===== src/rtl/tvip_axi_write_arbiter.sv =====
// Serializes NUM_REQ AXI write requesters onto one AW/W/B manager port with round-robin grants.
// One transaction is in flight at a time. A W-burst length mismatch raises a one-cycle wlast_error.
module tvip_axi_write_arbiter #(
    parameter int NUM_REQ    = 2,
    parameter int ID_WIDTH   = 4,
    parameter int ADDR_WIDTH = 32,
    parameter int DATA_WIDTH = 32,
    localparam int AW_W = ID_WIDTH + ADDR_WIDTH + 13,
    localparam int W_W  = DATA_WIDTH + DATA_WIDTH / 8 + 1,
    localparam int B_W  = ID_WIDTH + 2,
    localparam int IW   = $clog2(NUM_REQ)
) (
    input  logic                    aclk,
    input  logic                    areset,
    input  logic [NUM_REQ-1:0]      s_awvalid,
    output logic [NUM_REQ-1:0]      s_awready,
    input  logic [NUM_REQ*AW_W-1:0] s_aw,
    input  logic [NUM_REQ-1:0]      s_wvalid,
    output logic [NUM_REQ-1:0]      s_wready,
    input  logic [NUM_REQ*W_W-1:0]  s_w,
    output logic [NUM_REQ-1:0]      s_bvalid,
    input  logic [NUM_REQ-1:0]      s_bready,
    output logic [NUM_REQ*B_W-1:0]  s_b,
    output logic                    m_awvalid,
    input  logic                    m_awready,
    output logic [AW_W-1:0]         m_aw,
    output logic                    m_wvalid,
    input  logic                    m_wready,
    output logic [W_W-1:0]          m_w,
    input  logic                    m_bvalid,
    output logic                    m_bready,
    input  logic [B_W-1:0]          m_b,
    output logic                    grant_valid,
    output logic [IW-1:0]           grant_index,
    output logic                    wlast_error
);

    typedef enum logic [1:0] {IDLE, ADDR, DATA, RESP} state_t;

    state_t          state;
    state_t          state_nx;
    logic [IW-1:0]   rr_ptr;
    logic [IW-1:0]   winner;
    logic            any_req;
    logic [7:0]      awlen;
    logic [8:0]      beat;
    logic [8:0]      beat_inc;
    logic            aw_done;
    logic            w_done;
    logic            aw_done_nx;
    logic            w_done_nx;
    logic            w_route;
    logic            w_last;
    logic            burst_end;
    logic            aw_hs;
    logic            w_hs;
    logic            b_hs;
    logic            w_complete;
    logic            len_err;

    logic [AW_W-1:0] aw_slice [NUM_REQ];
    logic [W_W-1:0]  w_slice  [NUM_REQ];

    for (genvar i = 0; i < NUM_REQ; i++) begin : g_slice
        assign aw_slice[i]          = s_aw[i*AW_W +: AW_W];
        assign w_slice[i]           = s_w[i*W_W +: W_W];
        assign s_b[i*B_W +: B_W]    = m_b;
    end

    // Payloads pass straight through from the owner; only the handshake signals are gated.
    assign m_aw = aw_slice[grant_index];
    assign m_w  = w_slice[grant_index];

    // Round-robin search starting just after the last owner; lowest offset wins.
    always_comb begin
        // NOTE: every variable written here gets a default first so no latch can be inferred.
        logic [IW-1:0] cand;
        cand    = '0;
        winner  = '0;
        any_req = |s_awvalid;
        for (int off = NUM_REQ; off >= 1; off--) begin
            cand = IW'((int'(rr_ptr) + off) % NUM_REQ);
            if (s_awvalid[cand]) begin
                winner = cand;
            end
        end
    end

    // Handshakes are derived from state and inputs so the output process below has no feedback.
    assign w_route    = ((state == ADDR) || (state == DATA)) && !w_done;
    assign aw_hs      = (state == ADDR) && s_awvalid[grant_index] && m_awready;
    assign w_hs       = w_route && s_wvalid[grant_index] && m_wready;
    assign b_hs       = (state == RESP) && m_bvalid && s_bready[grant_index];
    assign w_last     = w_slice[grant_index][0];
    assign beat_inc   = beat + 9'd1;
    assign burst_end  = (beat_inc == ({1'b0, awlen} + 9'd1));
    assign w_complete = w_hs && (w_last || burst_end);
    assign len_err    = w_hs && (w_last ^ burst_end);
    assign aw_done_nx = aw_done || aw_hs;
    assign w_done_nx  = w_done || w_complete;

    always_comb begin
        state_nx  = state;
        m_awvalid = 1'b0;
        m_wvalid  = 1'b0;
        m_bready  = 1'b0;
        s_awready = '0;
        s_wready  = '0;
        s_bvalid  = '0;

        if (w_route) begin
            m_wvalid              = s_wvalid[grant_index];
            s_wready[grant_index] = m_wready;
        end

        unique case (state)
            IDLE: begin
                if (any_req) begin
                    state_nx = ADDR;
                end
            end
            ADDR: begin
                m_awvalid              = s_awvalid[grant_index];
                s_awready[grant_index] = m_awready;
                if (aw_done_nx) begin
                    state_nx = w_done_nx ? RESP : DATA;
                end
            end
            DATA: begin
                if (w_done_nx) begin
                    state_nx = RESP;
                end
            end
            RESP: begin
                m_bready              = s_bready[grant_index];
                s_bvalid[grant_index] = m_bvalid;
                if (b_hs) begin
                    state_nx = IDLE;
                end
            end
            default: state_nx = IDLE;
        endcase
    end

    always_ff @(posedge aclk or posedge areset) begin
        if (areset) begin
            state <= IDLE;
        end else begin
            // NOTE: sequential state uses non-blocking assignments so every flop samples pre-edge values.
            state <= state_nx;
        end
    end

    always_ff @(posedge aclk or posedge areset) begin
        if (areset) begin
            rr_ptr      <= IW'(NUM_REQ - 1);
            grant_valid <= 1'b0;
            grant_index <= '0;
            awlen       <= '0;
            aw_done     <= 1'b0;
            w_done      <= 1'b0;
            beat        <= '0;
            wlast_error <= 1'b0;
        end else begin
            wlast_error <= len_err;
            unique case (state)
                IDLE: begin
                    if (any_req) begin
                        grant_index <= winner;
                        grant_valid <= 1'b1;
                        awlen       <= aw_slice[winner][12:5];
                        aw_done     <= 1'b0;
                        w_done      <= 1'b0;
                        beat        <= '0;
                    end
                end
                ADDR, DATA: begin
                    aw_done <= aw_done_nx;
                    w_done  <= w_done_nx;
                    if (w_hs) begin
                        beat <= beat_inc;
                    end
                end
                RESP: begin
                    if (b_hs) begin
                        rr_ptr      <= grant_index;
                        grant_valid <= 1'b0;
                    end
                end
                default: ;
            endcase
        end
    end

endmodule


===== config.mk =====
export PLATFORM = sky130hd
export DESIGN_NAME = tvip_axi_write_arbiter
export DESIGN_NICKNAME = d
export VERILOG_FILES = /design/src/rtl/tvip_axi_write_arbiter.sv
export SDC_FILE = /design/constraint.sdc
export NUM_CORES = 1
export LEC_CHECK = 0
export CORE_AREA = 2 2 117 119
export DETAILED_ROUTE_END_ITERATION = 10
export DIE_AREA = 0 0 119 121
export PLACE_DENSITY = 0.76
export SETUP_SLACK_MARGIN = 0.02
export SYNTH_ARGS = -nofsm -noshare
export SYNTH_HDL_FRONTEND = slang
export SYNTH_SLANG_ARGS = --single-unit

===== constraint.sdc =====
create_clock -name aclk -period 7.7 [get_ports aclk]
set_input_delay 0.77 -clock aclk [delete_from_list [all_inputs] [get_ports aclk]]
set_output_delay 0.77 -clock aclk [all_outputs]
set_load 0.01 [all_outputs]

Word-level counts from Yosys, hierarchy flattened
Cells that the tools add are included.
W data, S select, Z words.

storage, ports and cells
  register bits = 25
  input port bits = 189

operators by class
  $add $sub $neg = 4
  $lt $le $gt $ge = 6
  equality and inequality tests = 9
  muxes and demuxes = 44
  bitwise logic cells = 6
  reductions and logical operators = 26

operator list
  kind                   number
  $mux W49               3
  $mux W37               3
  $mux W13               3
  $mux W1                20
  $mux W9                2
  $pmux W9 S2            1
  $mux W2                7
  $logic_and A1 B1 Y1    10
  $ne A2 B2 Y1 const B   5
  $add A8 B1 Y9 const B  1
  $add A9 B1 Y9 const B  1
  $eq A9 B9 Y1           1
  $pmux W2 S4            1
  $and A2 B2 Y2          3
  $lt A1 B2 Y1 const B   3
  $pmux W1 S2            3
  $reduce_and A2 Y1      3
  $reduce_and A3 Y1      2
  $eq A2 B2 Y1 const B   2
  $ge A2 B2 Y1 const B   2
  $logic_or A1 B1 Y1     4
  $not A1 Y2             2
  $reduce_and A4 Y1      1
  $reduce_bool A2 Y1     2
  other kinds (8)        10

Depth between registers and ports, before layout
Gate-level depths: netlist of the first run.

  depth after elaboration = 10
  depth in mapped cells = 11
  mapped depth without buffers = 11

Worst setup path after synthesis of the first run
No wires, ideal clock.

  path kind = register to register
  start point = reg beat[0]
  end point = reg state[0]
  setup time = 0.084 ns
  arrival = 2.414 ns
  required time = 7.616 ns
  slack = 5.202 ns
  stages on the path, launching flop included = 12
  period minus slack after synthesis = 2.498 ns
  path through = dfrtp_1 ha_1 nand3_1 nor2_1 xnor3_1 nor2b_1 nand4_1 ha_1 o311ai_1 and4_4 a21oi_2 a41oi_2

between the ends
  word-level cells in the longest chain between the ends = 8

RTL lines
  item                     RTL line  source
  start, declared          46        logic [8:0] beat;
  start signal, assigned   181       beat <= beat_inc;
  $add A9 B1 Y9 (*)        95        assign beat_inc = beat + 9'd1;
  $eq A9 B9 Y1 (*)         96        assign burst_end = (beat_inc == ({1'b0, awlen} + 9'd1));
  $logic_or A1 B1 Y1 (*)   97        assign w_complete = w_hs && (w_last || burst_end);
  $logic_and A1 B1 Y1 (*)  97
  $logic_or A1 B1 Y1 (*)   100       assign w_done_nx = w_done || w_complete;
  $mux W1                  126       state_nx = w_done_nx ? RESP : DATA;
  $mux W2                  125       if (aw_done_nx) begin
  $pmux W2 S4              116       unique case (state)
  end signal, assigned     150       state <= state_nx;
  end, declared            40        state_t state;

Every way passes the cells marked *; elsewhere a longest branch is shown, timed or not. The select of a mux whose other input is x is not followed.
A chain may end at the register's enable or synchronous reset.

Worst setup path after layout of the first run
  start point = reg grant_index
  end point = out m_wvalid

between the ends
  word-level cells in the longest chain between the ends = 3

RTL lines
  item                                        RTL line  source
  start, declared                             34        output logic [IW-1:0] grant_index,
  start signal, assigned                      169       grant_index <= winner;
  $mux W1 (implied by the code) (2 in a row)  112       m_wvalid = s_wvalid[grant_index];
  $mux W1                                     111       if (w_route) begin
  end, declared                               27        output logic m_wvalid,

No other way between the ends. The select of a mux whose other input is x is not followed.

==> summary.md, run 1 <==
| Metric | Value |
|---|---|
| Outcome | `finished clean` |
| Count of unique library cells instantiated by Yosys | `43` |
| Cell chain of the critical path | `buf_4, mux2_2, and3_1, clkdlybuf4s50_1` |
| Post-synth top area share | `0.350` |
| I/O Buffers | `280` |
| Floorplan die width | `around 120 um` |
| Average detailed-routed wire length per instance | `around 16 um` |
| Global-route met1 utilization | `0.167` |
| Worst EP arrival | `roughly 2.8 ns` |
| Number of iterations in the first detailed-routing pass | `4` |
| Violation count after the first detailed-routing iteration | `128` |
| Clock insertion delay at the later pin of the skew report | `0.26 ns` |
| Final TNS setup | `0 ns` |
| Clock-pin transition on the worst setup and hold timing paths | `around 0.070 ns` |
| Multiplexer fraction of the synthesized cell area | `0.393` |
| Total power density per cell area | `252 nW/um^2` |
| Count of pins over their slew limit | `0` |
| Share of final-layout standard cells stronger than drive strength 1 | `0.186` |
| Top flip-flop cell by instance count after synthesis | `sky130_fd_sc_hd__dfrtp_1` |
| Number of max-cap violations | `0` |
| Via density | `4.43` |
| Total number of clock tree sinks | `25` |
| Largest family of logic cells by synthesized area | `multiplexers` |
| Slew headroom | `0.249` |
| FP Rows | `42` |
| Root Driver | `sky130_fd_sc_hd__clkbuf_16` |
| Met3 Track Usage GR | `0.0352` |
| Buffers inserted during post-CTS setup optimization | `0` |
| Peak ir drop on the vdd network | `0.183 mV` |
| Critical-path top delay cell | `sky130_fd_sc_hd__dfrtp_4` |
| Adder-cell share of the synthesized area | `0.0313` |
| Remaining antenna violation count after routing | `0` |
| Static Leakage | `2.21 nW` |
| Xor and xnor area share after synthesis | `0.0724` |
| Core area | `between 10000 and 15000 sq um` |
| Largest cells by area after synthesis | `sky130_fd_sc_hd__mux2_2 (35%), sky130_fd_sc_hd__dfrtp_1 (21%), sky130_fd_sc_hd__xnor2_1 (4.4%)` |
| Critical Path End Type | `output pin` |
| Fillers | `1218` |
| Max Fclk | `0.283 GHz` |
| Total grt overflow | `0` |
| Required time of the critical path | `6.93 ns` |
| Simple-gate share of the synthesized area | `0.120` |
| Cell type with the largest total area after synthesis | `sky130_fd_sc_hd__mux2_2` |
| Die boundary height | `121 um` |
| Num CTS Buffers | `3` |
| Mean Syn Cell Area | `9.63 sq um` |
| Total standard cell area after synthesis | `2800 sq um` |
| Post-synthesis net count | `487` |
| Final critical-path share of the clock period | `0.459` |
| Final hold slack | `0.500 ns` |
| H-tree lvl count | `1` |
| Number of enable flip-flop cells after synthesis | `0` |
| Cell types with the highest counts after synthesis | `sky130_fd_sc_hd__mux2_2 (87), sky130_fd_sc_hd__nand2_1 (27), sky130_fd_sc_hd__dfrtp_1 (24)` |
| Number of top-level pins | `~300` |
| Leading cell type by number of instances after synthesis | `sky130_fd_sc_hd__mux2_2` |
| Synthesized-area fraction occupied by ao, oa, aoi and oai cells | `0.0880` |
| GR met2 Demand/Resource | `0.283` |
| Remaining DRCs | `0` |
| Post-route clock skew | `between 0.005 and 0.006 ns` |
| Worst min-delay path class | `flop to flop` |
| Share of flip-flops with an asynchronous set or reset | `1.00` |
| Wire length reported by the detailed router | `11.7 mm` |
| Layer carrying the most global-route usage | `met2` |
| Highest fanout seen on the critical path | `63` |
| Buffers and inverters on the worst path | `2` |
| Via count of the first global-routing pass | `3305` |
| Routed vias | `3217` |
| Estimated wirelength of the detail-placed design | `10.0 mm` |
| Maximum clock path buffer count | `2` |
| Footprint of the flip-flops and latches | `roughly 630 sq um` |
| TritonCTS clock tree | `yes` |
| Area growth syn-to-layout | `105%` |
| Kind of start point of the critical path | `flop` |
| RSZ-0062 raised after global routing | `false` |
| First-pass GRT wire length | `~17 mm` |
| Number of antenna violations at the first check in global routing | `1` |
| Slew of the pin with the lowest slew margin | `1.12 ns` |
| Nets | `around 750` |
| Number of warnings reported in the yosys synthesis log | `0` |
| Sequential fraction of the synthesis area | `0.224` |
| Crit-path leading delay family | `buffers and inverters` |
| Total Die Area | `14400 sq um` |
| Final weighted congestion of routability-driven global placement | `0.819` |
| Number of synthesized register bits | `25` |
| Gate count after technology mapping | `about 290` |
| Pin count of the biggest net entering global routing | `64` |
| Starting Density | `0.214` |
| Shortest clock period the worst path allows after layout | `3.53 ns` |
| Post-cts sizing count | `0` |
| Setup violation total in the final timing report | `0` |
| Largest stage delay on the critical path | `0.71 ns` |
| Fin. Hold Viols | `0` |
| Multi-input gate area in the final layout | `1970 sq um` |
| Classification of the worst setup path | `flop to output pin` |
| Global-route usage over all layers | `0.150` |
| Number of hold buffers added after cts | `0` |
==> flip-flops by register name, indices dropped and copies added (netlist names) <==
| register | cells |
|---|---|
| grant_valid | 1 |
| wlast_error | 1 |
| w_done | 1 |
| rr_ptr | 1 |
| aw_done | 1 |
| beat | 9 |
| awlen | 8 |
| grant_index | 1 |
| state | 2 |
==> stage by stage <==
step                std cells  setup slack [ns]  total power [W]  instance area, sq um  utilization
floorplan                 291              5.20         0.000846                  2800            -
global placement          721              4.41          0.00132                  5660        0.433
detailed placement        721              4.32          0.00135                  5660        0.433
CTS                       725              4.06          0.00147                  5740        0.439
global route              726              3.94          0.00155                  5750        0.439
finish                    726              4.17          0.00145                  5750        0.439
==> tightest hold or removal path: stages, from the launching register on <==
cell and delay, ns:
sky130_fd_sc_hd__dfrtp_1 0.35, sky130_fd_sc_hd__nand2_1 0.06, sky130_fd_sc_hd__o31ai_1 0.06
==> layer usage <==
| metal | routed length, um | vias to the layer above |
|---|---|---|
| met4 | 256 | 0 |
| li1 | - | 1554 |
| met1 | 4320 | 1460 |
| met5 | 0 | - |
| met3 | 989 | 18 |
| met2 | 6100 | 185 |
==> path summary, 6_finish.rpt <==
kind | startpoint | end | slack [ns] | depth (start not counted)
max in group asynchronous | areset | grant_index | 5.97 | 2
max reg2reg | grant_index | state[0] | 4.73 | 7
min in group asynchronous | areset | beat[2] | 1.04 | 2
min | aw_done | aw_done | 0.50 | 2
min reg2reg | aw_done | aw_done | 0.50 | 2
max | grant_index | m_wvalid | 4.17 | 4
==> layout by cell type (no fill, tap or decap), drive strengths merged, types with 2 or more instances in the layout <==
| cell type | Yosys | layout |
|---|---|---|
| mux2 | 87 | 87 |
| xnor2 | 14 | 14 |
| clkbuf | 4 | 3 |
| nor2b | 4 | 4 |
| clkdlybuf4s50 | 0 | 280 |
| and3 | 4 | 4 |
| nand3 | 8 | 8 |
| o21ai | 25 | 25 |
| nor2 | 11 | 11 |
| nand2b | 2 | 2 |
| nand2 | 27 | 27 |
| xnor3 | 2 | 2 |
| o311ai | 2 | 2 |
| inv | 8 | 8 |
| dfrtp | 24 | 24 |
| o31ai | 2 | 2 |
| mux2i | 12 | 12 |
| xor2 | 4 | 4 |
| ha | 7 | 7 |
| o41ai | 2 | 2 |
| nor3 | 4 | 4 |
| nand4 | 2 | 2 |
==> cell families after synthesis <==
| family | after synthesis |
|---|---|
| muxes | 99 |
| AOI/OAI and AO/OA | 38 |
| DFF | 25 |
| xor gates and xnor gates | 20 |
| buffers and inverters | 35 |
| adders and majority gates | 7 |
| and+or+nand+nor | 67 |
==> where the power goes <==
part           leakage [nW]  internal (W)  switching [W]
logic                  1.85      0.000645       0.000437
registers             0.318      0.000178      0.0000746
clock network        0.0409     0.0000699      0.0000453
==> final cells by class <==
class	instances	area share
clock inverter	1	0.000871
antenna	1	0.000435
inverter	8	0.00523
tap	176	0.0383
timing repair buffer	281	0.489
clock buffer	3	0.0131
multi-input combinational	231	0.343
sequential	25	0.110
(Power assumes the default switching activity.)
==> inputs of run 2 (changes only) <==
clock period = 3.3 ns   (was 7.7 ns; I/O delays follow)
==> run 2 against run 1 <==
Effect of this change:
- clock skew hardly changed
- utilization is 0.42 points higher
- largest power group unchanged
- die area stayed put
- power is 140% higher
- via count is 0.84% higher
- combinational power is 140% higher
==> summary.md, run 2 (synthesis gave the netlist of run 1 again) <==
| Metric | Value |
|---|---|
| Total power density per cell area | `592 nW/um^2 (+130%)` |
| FP Rows | `42 (unchanged)` |
| Violation count after the first detailed-routing iteration | `139 (+8.6%)` |
| Crit-path leading delay family | `simple AND/OR/NAND/NOR gates` |
| Clock insertion delay at the later pin of the skew report | `0.26 ns (about the same)` |
| Worst reg2reg endpoint | `state[0]` |
| TritonCTS clock tree | `yes` |
| Max Fclk | `0.345 GHz` |
| Count of pins over their slew limit | `0 (unchanged)` |
| Average detailed-routed wire length per instance | `16.3 um (+1.4%)` |
| Buffers inserted during post-CTS setup optimization | `0 (unchanged)` |
| Number of iterations in the first detailed-routing pass | `4 (unchanged)` |
| Area growth syn-to-layout | `107%` |
| Maximum clock path buffer count | `2 (unchanged)` |
| R2R Setup Slk | `0.40 ns (-4.33 ns)` |
| Required time of the critical path | `3.48 ns (-3.45 ns)` |
| Slew of the pin with the lowest slew margin | `0.523 ns (-0.601 ns)` |
| Shortest clock period the worst path allows after layout | `roughly 2.9 ns` |
| Setup violation total in the final timing report | `0 (unchanged)` |
| Clock-pin transition on the worst setup and hold timing paths | `0.07 ns (about the same)` |
| Fraction of power consumed by combinational cells | `0.745 (about the same)` |
| Flop pwr share | `0.176 (+0.002)` |
| Fin. Hold Viols | `0 (unchanged)` |
| Outcome | `finished clean` |
| Via density | `4.44 (+0.15%)` |
| Peak ir drop on the vdd network | `0.278 mV (+52%)` |
| Root Driver | `sky130_fd_sc_hd__clkbuf_16` |
| Total number of clock tree sinks | `25 (unchanged)` |
| Number of top-level pins | `299 (unchanged)` |
| Core area | `13100 sq um (unchanged)` |
| Num CTS Buffers | `3 (unchanged)` |
| Sw Share | `0.381 (-0.00356)` |
| Clock Power Share | `0.079 (about the same)` |
| Static Leakage | `2.25 nW (+1.5%)` |
| Worst min-delay path class | `primary input to async pin` |
| Wire length reported by the detailed router | `11.9 mm (+2.0%)` |
| Number of antenna violations at the first check in global routing | `0 (-1)` |
| Largest regs | `beat (9), awlen (8), state (2)` |
| Final critical-path share of the clock period | `0.879` |
| Remaining DRCs | `0 (unchanged)` |
| First-pass GRT wire length | `17.7 mm (+3.0%)` |
| Critical-path top delay cell | `sky130_fd_sc_hd__dfrtp_1` |
| Internal power of the cells | `0.00213 W (+140%)` |
| H-tree lvl count | `1 (unchanged)` |
| Buffers and inverters on the worst path | `0 (-2)` |
| I/O Buffers | `280 (unchanged)` |
| Number of max-cap violations | `0 (unchanged)` |
| Most common library cell in the layout ignoring fill and taps | `sky130_fd_sc_hd__clkdlybuf4s50_1` |
| Starting Density | `0.214 (unchanged)` |
| Pin count of the biggest net entering global routing | `39 (-39%)` |
| Utilization of the core after routing | `0.443 (+0.00421)` |
| Commonest non-fill, non-tap cells in the layout | `sky130_fd_sc_hd__clkdlybuf4s50_1 (280), sky130_fd_sc_hd__mux2_2 (87), sky130_fd_sc_hd__nand2_1 (27)` |
| Global-route usage over all layers | `0.155 (+0.00434)` |
| Diode insertion count for antenna repair | `0 (-1)` |
| Die boundary height | `121 um (unchanged)` |
| Cell repeated most along the worst path | `sky130_fd_sc_hd__ha_1` |
| Worst EP arrival | `3.08 ns (+0.32 ns)` |
| Total Die Area | `14400 sq um (unchanged)` |
| Share of final-layout standard cells stronger than drive strength 1 | `0.195 (+0.00880)` |
| Top register by number of flip-flops | `beat` |
| Length in cells of the worst reg-to-reg path | `11 (+4)` |
| Via count of the first global-routing pass | `3415 (+3.3%)` |
| Post-cts sizing count | `0 (unchanged)` |
| Floorplan die width | `119 um (unchanged)` |
| RSZ-0062 raised after global routing | `false` |
| Slew headroom | `0.651 (+0.402)` |
| Remaining antenna violation count after routing | `0 (unchanged)` |
| Estimated wirelength of the detail-placed design | `10.1 mm (+1.3%)` |
| Classification of the worst setup path | `flop to flop` |
| Cell chain of the critical path | `ha_1, nand3_1, nor2_1, xnor3_1, nor2b_1, nand4_1, ha_1, o311ai_1, and4_4, a21oi_2, a41oi_2` |
| Nets | `752 (+0.80%)` |
| Highest fanout seen on the critical path | `5 (-92%)` |
| Startpoint of the lowest-slack register-to-register path | `beat[0]` |
| Post-route clock skew | `0.00607 ns (+0.000378 ns)` |
| Routed vias | `3244 (+0.84%)` |
| Kind of start point of the critical path | `flop` |
| NetSw | `0.00131 W (+130%)` |
| Number of hold buffers added after cts | `0 (unchanged)` |
| Critical Path End Type | `flop` |
| Final TNS setup | `0 ns (unchanged)` |
| Largest stage delay on the critical path | `0.44 ns (-0.27 ns)` |
| Final weighted congestion of routability-driven global placement | `0.875 (+6.8%)` |
| Max reg flops | `9 (unchanged)` |
| Total grt overflow | `0 (unchanged)` |
run 2: area by class of cell:
class	instances	area (sq um)
Inverter	8	30.0
Multi-Input combinational cell	231	1970
Sequential cell	25	631
Clock inverter	1	5.00
Fill cell	1240	7280
Clock buffer	3	75.1
Timing Repair Buffer	287	2870
Tap cell	176	220
run 2: power by group through the flow:
stage / Clock, W / Sequential [W] / Combinational (W)
global placement: 0 / 0.000600 / 0.00254
global route: 0.000287 / 0.000626 / 0.00275
floorplan: 0 / 0.000500 / 0.00147
finish: 0.000272 / 0.000604 / 0.00256
CTS: 0.000278 / 0.000606 / 0.00259
detailed placement: 0 / 0.000609 / 0.00257
run 2: how the worst max path moves through the flow:
stage                     startpoint       end  slack (ns)  cells after the start
after detailed placement     beat[0]  state[0]        0.45                     11
after floorplan              beat[0]  state[0]        0.80                     11
after global routing         beat[0]  state[0]        0.20                     11
after CTS                    beat[0]  state[0]        0.41                     11
after global placement       beat[0]  state[0]        0.64                     11
final                        beat[0]  state[0]        0.40                     11
run 2: routing by layer:
layer / share of wire / vias up / global-route usage
li1: - / 1556 / -
met1: 0.36 / 1474 / 0.166
met2: 0.53 / 195 / 0.301
met3: 0.094 / 19 / 0.0399
met4: 0.017 / 0 / 0.0372
met5: 0 / - / 0
run 2: tightest hold or removal path: stages:
cell and delay [ns]:
sky130_fd_sc_hd__clkdlybuf4s50_1 0.43, sky130_fd_sc_hd__inv_1 0.07, sky130_fd_sc_hd__buf_4 0.32
run 2: metrics by stage:
| step | power (W) | instances | setup WS [ns] | hold WS [ns] | instance area [sq um] |
|---|---|---|---|---|---|
| after floorplan | 0.00197 | 291 | 0.802 | 0.357 | 2800 |
| after global placement | 0.00314 | 727 | 0.638 | 0.463 | 5720 |
| after detailed placement | 0.00318 | 727 | 0.445 | 0.485 | 5720 |
| after CTS | 0.00347 | 731 | 0.412 | 0.504 | 5800 |
| after global routing | 0.00367 | 731 | 0.196 | 0.551 | 5800 |
| final | 0.00344 | 731 | 0.399 | 0.486 | 5800 |
